<file path="src/rtl/ex_operand_stage.sv">
// ex_operand_stage: ID/EX register with forwarding, operand select and load-use detect.
// Optional macro EX_FORWARD_EN enables EX/MEM and MEM/WB operand forwarding.
`default_nettype none

module ex_operand_stage #(
  parameter int XLEN = 32,
  parameter int RA_W = 5
) (
  input  logic            clk,
  input  logic            rst_n,
  input  logic            stall_i,
  input  logic            flush_i,
  input  logic            id_valid_i,
  input  logic [XLEN-1:0] id_pc_i,
  input  logic [XLEN-1:0] id_rs1_val_i,
  input  logic [XLEN-1:0] id_rs2_val_i,
  input  logic [XLEN-1:0] id_imm_i,
  input  logic [RA_W-1:0] id_rs1_i,
  input  logic [RA_W-1:0] id_rs2_i,
  input  logic [RA_W-1:0] id_rd_i,
  input  logic [3:0]      id_aluop_i,
  input  logic            id_srca_pc_i,
  input  logic            id_srcb_imm_i,
  input  logic            id_regwrite_i,
  input  logic            id_memread_i,
  input  logic            id_memwrite_i,
  input  logic [RA_W-1:0] exmem_rd_i,
  input  logic            exmem_regwrite_i,
  input  logic [XLEN-1:0] exmem_result_i,
  input  logic [RA_W-1:0] memwb_rd_i,
  input  logic            memwb_regwrite_i,
  input  logic [XLEN-1:0] memwb_result_i,
  output logic [XLEN-1:0] alu_a_o,
  output logic [XLEN-1:0] alu_b_o,
  output logic [3:0]      alu_op_o,
  output logic            ex_valid_o,
  output logic [RA_W-1:0] ex_rd_o,
  output logic            ex_regwrite_o,
  output logic            ex_memread_o,
  output logic            ex_memwrite_o,
  output logic [XLEN-1:0] ex_store_data_o,
  output logic [XLEN-1:0] ex_pc_o,
  output logic            ex_illegal_o,
  output logic            hazard_o
);

  logic            r_valid;
  logic            r_regwrite;
  logic            r_memread;
  logic            r_memwrite;
  logic            r_srca_pc;
  logic            r_srcb_imm;
  logic [XLEN-1:0] r_pc;
  logic [XLEN-1:0] r_rs1_val;
  logic [XLEN-1:0] r_rs2_val;
  logic [XLEN-1:0] r_imm;
  logic [RA_W-1:0] r_rs1;
  logic [RA_W-1:0] r_rs2;
  logic [RA_W-1:0] r_rd;
  logic [3:0]      r_aluop;

  logic [XLEN-1:0] w_rs1_fwd;
  logic [XLEN-1:0] w_rs2_fwd;
  logic [XLEN-1:0] w_b_sel;
  logic            w_shift;
  logic            w_legal;
  logic            w_ex_hit;
  logic            w_load_use;
  logic            w_raw;

  // Flush only kills the control bits; payload fields simply hold.
  always_ff @(posedge clk or negedge rst_n) begin
    if (!rst_n) begin
      r_valid    <= 1'b0;
      r_regwrite <= 1'b0;
      r_memread  <= 1'b0;
      r_memwrite <= 1'b0;
      r_srca_pc  <= 1'b0;
      r_srcb_imm <= 1'b0;
      r_pc       <= '0;
      r_rs1_val  <= '0;
      r_rs2_val  <= '0;
      r_imm      <= '0;
      r_rs1      <= '0;
      r_rs2      <= '0;
      r_rd       <= '0;
      r_aluop    <= 4'b0000;
    end else if (flush_i) begin
      r_valid    <= 1'b0;
      r_regwrite <= 1'b0;
      r_memread  <= 1'b0;
      r_memwrite <= 1'b0;
    end else if (!stall_i) begin
      r_valid    <= id_valid_i;
      r_regwrite <= id_valid_i & id_regwrite_i;
      r_memread  <= id_valid_i & id_memread_i;
      r_memwrite <= id_valid_i & id_memwrite_i;
      r_srca_pc  <= id_srca_pc_i;
      r_srcb_imm <= id_srcb_imm_i;
      r_pc       <= id_pc_i;
      r_rs1_val  <= id_rs1_val_i;
      r_rs2_val  <= id_rs2_val_i;
      r_imm      <= id_imm_i;
      r_rs1      <= id_rs1_i;
      r_rs2      <= id_rs2_i;
      r_rd       <= id_rd_i;
      r_aluop    <= id_aluop_i;
    end
  end

`ifdef EX_FORWARD_EN
  function automatic logic [XLEN-1:0] fwd(input logic [RA_W-1:0] idx,
                                          input logic [XLEN-1:0] latched);
    if (idx == '0)
      return '0;
    else if (exmem_regwrite_i && (exmem_rd_i == idx))
      return exmem_result_i;
    else if (memwb_regwrite_i && (memwb_rd_i == idx))
      return memwb_result_i;
    else
      return latched;
  endfunction

  always_comb begin
    w_rs1_fwd = fwd(r_rs1, r_rs1_val);
    w_rs2_fwd = fwd(r_rs2, r_rs2_val);
  end
`else
  logic w_unused_fwd;
  assign w_unused_fwd = ^{exmem_result_i, memwb_result_i, r_rs1, r_rs2};

  always_comb begin
    w_rs1_fwd = r_rs1_val;
    w_rs2_fwd = r_rs2_val;
  end
`endif

  always_comb begin
    w_legal = 1'b0;
    case (r_aluop)
      4'b0000, 4'b1000, 4'b0001, 4'b0010, 4'b0011,
      4'b0100, 4'b0101, 4'b1101, 4'b0110, 4'b0111: w_legal = 1'b1;
      default:                                      w_legal = 1'b0;
    endcase
  end

  assign w_shift = (r_aluop == 4'b0001) || (r_aluop == 4'b0101) || (r_aluop == 4'b1101);
  assign w_b_sel = r_srcb_imm ? r_imm : w_rs2_fwd;

  // Shifts only consume the low five bits of the shift amount.
  assign alu_a_o         = r_srca_pc ? r_pc : w_rs1_fwd;
  assign alu_b_o         = w_b_sel & {{(XLEN-5){~w_shift}}, 5'h1f};
  assign alu_op_o        = r_aluop;
  assign ex_valid_o      = r_valid;
  assign ex_rd_o         = r_rd;
  assign ex_illegal_o    = r_valid & ~w_legal;
  assign ex_regwrite_o   = r_regwrite & ~ex_illegal_o;
  assign ex_memread_o    = r_memread;
  assign ex_memwrite_o   = r_memwrite & ~ex_illegal_o;
  assign ex_store_data_o = w_rs2_fwd;
  assign ex_pc_o         = r_pc;

  assign w_ex_hit   = (r_rd != '0) && ((r_rd == id_rs1_i) || (r_rd == id_rs2_i));
  assign w_load_use = r_valid & r_memread & w_ex_hit;

`ifdef EX_FORWARD_EN
  assign w_raw = 1'b0;
`else
  // Without forwarding every in-flight producer must drain before decode proceeds.
  assign w_raw = (r_valid & ex_regwrite_o & w_ex_hit)
               | (exmem_regwrite_i && (exmem_rd_i != '0) &&
                  ((exmem_rd_i == id_rs1_i) || (exmem_rd_i == id_rs2_i)))
               | (memwb_regwrite_i && (memwb_rd_i != '0) &&
                  ((memwb_rd_i == id_rs1_i) || (memwb_rd_i == id_rs2_i)));
`endif

  assign hazard_o = id_valid_i & (w_load_use | w_raw);

endmodule

`default_nettype wire

</file>
<file path="config.mk">
export PLATFORM = sky130hd
export DESIGN_NAME = ex_operand_stage
export DESIGN_NICKNAME = d
export VERILOG_FILES = /design/src/rtl/ex_operand_stage.sv
export SDC_FILE = /design/constraint.sdc
export NUM_CORES = 1
export LEC_CHECK = 0
export BUFFER_PORTS_ARGS = -buffer_cell sky130_fd_sc_hd__buf_2
export CAP_MARGIN = 10
export CORE_ASPECT_RATIO = 1.5
export CORE_MARGIN = 8
export CORE_UTILIZATION = 40
export CTS_CLUSTER_DIAMETER = 50
export DETAILED_ROUTE_END_ITERATION = 8
export PLACE_DENSITY = 0.74
export REMOVE_ABC_BUFFERS = 1
export SLEW_MARGIN = 20
export SYNTH_ARGS = -nofsm -noshare
export SYNTH_HDL_FRONTEND = slang
export SYNTH_SLANG_ARGS = --single-unit
</file>
<file path="constraint.sdc">
create_clock -name clk -period 1.2 [get_ports clk]
set_input_delay 0.06 -clock clk [delete_from_list [all_inputs] [get_ports clk]]
set_output_delay 0.06 -clock clk [all_outputs]
set_load 0.05 [all_outputs]
</file>
==> run summary <==
WP data required -> 1.14 ns
maximum VDD drop -> 0.001107 V
die width -> 124.2 µm
RR Startpoint -> r_srca_pc
count leader, synth -> dfrtp_1
final hold viol count -> 0
run status -> finished with violations
Residual DRC -> 0
Tcrit/Tclk final -> 1.810
Syn Area/Cell -> 15.05 µm²
Skew-Pair Late Insertion Delay -> 0.40 ns
FF-to-FF path depth -> 3
largest net degree at the start of global routing -> 34
PwrDens -> 1659 nW/µm²
RSZ-0062 raised after global routing -> yes
register area share after synthesis -> 0.5091
crit-path max FO -> 4
routability congestion estimate -> 0.8729
top cell type by total area after synthesis -> dfrtp_1
Post-Syn Instances -> 467
commonest cells in the netlist -> dfrtp_1 (143), mux2_4 (100), mux2_2 (75), nor2_1 (32), mux2i_1 (27)
combinational family with the most area after synthesis -> multiplexers
nets@finish -> 1,237
WS Path Type -> reg -> out
Layout area overhead -> 83.75%
deepest clock path buffer count -> 2
Final setup viols -> 72
DP HPWL -> 16,020 µm
routed vias -> 6,275
# port buffers -> 311
Critical Path Sink Type -> output pin
crit path launch type -> register
mux cell area share after synthesis -> 0.3738
drt first pass iters -> 4
Synth Register Bits -> 143
Starting Density -> 0.4069
compound-gate portion of the synthesized area -> 0.01317
routed wire length per instance -> 24.00 µm
GRT overflow -> 0
r2r endpoint -> r_srca_pc
Max-slew headroom -> 0.7472
Clk pin slew, worst setup/hold paths -> 0.07 ns
die area -> 22,160 µm²
All-Layer GR Usage -> 0.2512
Root Buffer -> clkbuf_16
maximum clock rate -> 460.3 MHz
Post-synth EDFFs -> 0
Hold Slack -> 0.1388 ns
ys async rst share -> 1.000
failing checks -> negative setup slack
dominant synthesized flop cell -> dfrtp_1
Ports -> 376
reg2reg setup slack -> 0.08 ns
Routed Antenna Nets -> 0
core box area -> 17,270 µm²
crit path time final -> 2.172 ns
# rows -> 59
Power, Total -> 21.43 mW
Ys Warns -> 0
Slew @ Worst Pin -> 0.3686 ns
Hold Path Class -> in -> async
drt first-iter violations -> 322
layout cells sized above 1 -> 0.6529
Max-cap violations -> 0
leakage -> 6.114 nW
TritonCTS Buffers -> 17
number of vias per cell -> 5.081
final WL -> 29,640 µm
Pins Over Slew Limit -> 0
largest cells by area after synthesis -> dfrtp_1 (51%), mux2_4 (21%), mux2_2 (12%), mux2i_1 (3.8%), xnor2_1 (3.1%)
xor and xnor fraction of the mapped netlist area -> 0.03863
first-pass GRT wire length -> 43,610 µm
Post-Synth Simple-Gate Area -> 0.03382
crit path DAT -> 2.11 ns
H-tree level count -> 4
initial antenna violation count -> 5
Final WS setup -> -0.9725 ns
clk sinks -> 143
Clock Skew -> 0 ns
utilization after layout -> 0.7477
Synth top area share -> 0.5091
vias in the first global route -> 7,560
CTS tree -> yes
area of the mapped netlist -> 7029 µm²
post-synth cell types -> 29
Die H -> 178.4 µm
Adder-Cell Fraction of Synth Area -> 0
-- cells in the final DEF, fill, tap and decap left out, types with 6 or more instances in the layout --
cell	netlist	layout
buf_12	0	17
buf_2	9	217
buf_4	0	45
buf_6	15	53
buf_8	0	53
clkbuf_16	0	17
clkbuf_4	0	11
dfrtp_1	143	139
dlygate4sd3_1	0	144
inv_6	0	7
mux2_2	75	44
mux2_4	100	131
mux2i_1	27	7
mux2i_2	0	10
mux2i_4	0	10
nor2_4	0	28
xnor2_1	25	25
xor2_1	6	6
-- kinds of logic (layout without fill, tap and decap cells) --
group	after synthesis	count (layout)
AND/OR/NAND/NOR	52	53
multiplexers	203	203
AO/OA/AOI/OAI	12	12
buffers and inverters	26	575
flip-flops	143	143
XOR/XNOR	31	31
other	0	5
-- worst max path at each step --
stage,start,endpoint,depth (start not counted)
CTS,ex_rd_o[1],hazard_o,4
finish,ex_rd_o[1],hazard_o,4
global route,ex_rd_o[1],hazard_o,4
detailed placement,alu_op_o[3],alu_b_o[17],4
floorplan,flush_i,alu_op_o[3],2
global placement,alu_op_o[3],alu_b_o[29],4
-- worst max-delay path, cell delays in order (launching register included) --
cell      delay [ns]
dfrtp_1         0.42
or4_4           0.55
o211ai_1        0.33
o311ai_2        0.21
buf_6           0.20
-- sequential cells by signal, summed over array words and instances (netlist names) --
register / count
ex_valid_o: 1
r_memwrite: 1
ex_pc_o: 32
ex_rd_o: 5
r_regwrite: 1
r_imm: 32
r_srca_pc: 1
r_srcb_imm: 1
ex_memread_o: 1
alu_op_o: 4
r_rs1_val: 32
ex_store_data_o: 32
-- per-stage QoR --
stage | std cells | setup WS, ns | instance area [µm²] | TNS (ns)
final | 1235 | -0.9725 | 12920 | -36.84
after global routing | 1235 | -1.019 | 12920 | -40.13
after CTS | 1231 | -0.7341 | 12740 | -35.63
after detailed placement | 1025 | -0.7140 | 9259 | -22.04
after global placement | 1025 | -0.6212 | 9259 | -20.06
after floorplan | 442 | -4.701 | 6812 | -688.13
-- area by class of cell --
class,count,area (µm²)
Timing Repair Buffer,542,4736
Fill cell,962,4358
Multi-Input combinational cell,299,3764
Sequential cell,143,3583
Clock buffer,20,446.7
Tap cell,213,266.5
Clock inverter,12,101.3
Antenna cell,5,12.51
Inverter,1,6.256
-- where the power goes --
part	internal [mW]	switching [mW]	leakage, nW	total [mW]
combinational	4.59	5.64	4.17	10.2
sequential	5.53	0.681	1.68	6.21
clock	2.76	2.23	0.259	4.99
total	12.9	8.55	6.11	21.4
-- timing repair --
item                                    CTS  global route
hold buffers                            144             0
endpoints found under the setup margin   77            93
hold endpoints to repair                286             0
resized for setup                       308            91
pin swaps                                30            13
buffers inserted                         23            12
cloned                                    8             0
-- metal layers --
layer | GRT usage | part of all wire | up-vias
li1 | - | - | 2733
met4 | 0.1622 | 0.052 | 0
met3 | 0.07466 | 0.060 | 90
met5 | 0 | 0 | -
met2 | 0.4583 | 0.56 | 322
met1 | 0.2430 | 0.33 | 3130
Note: power is estimated with default switching activity, not from simulation.
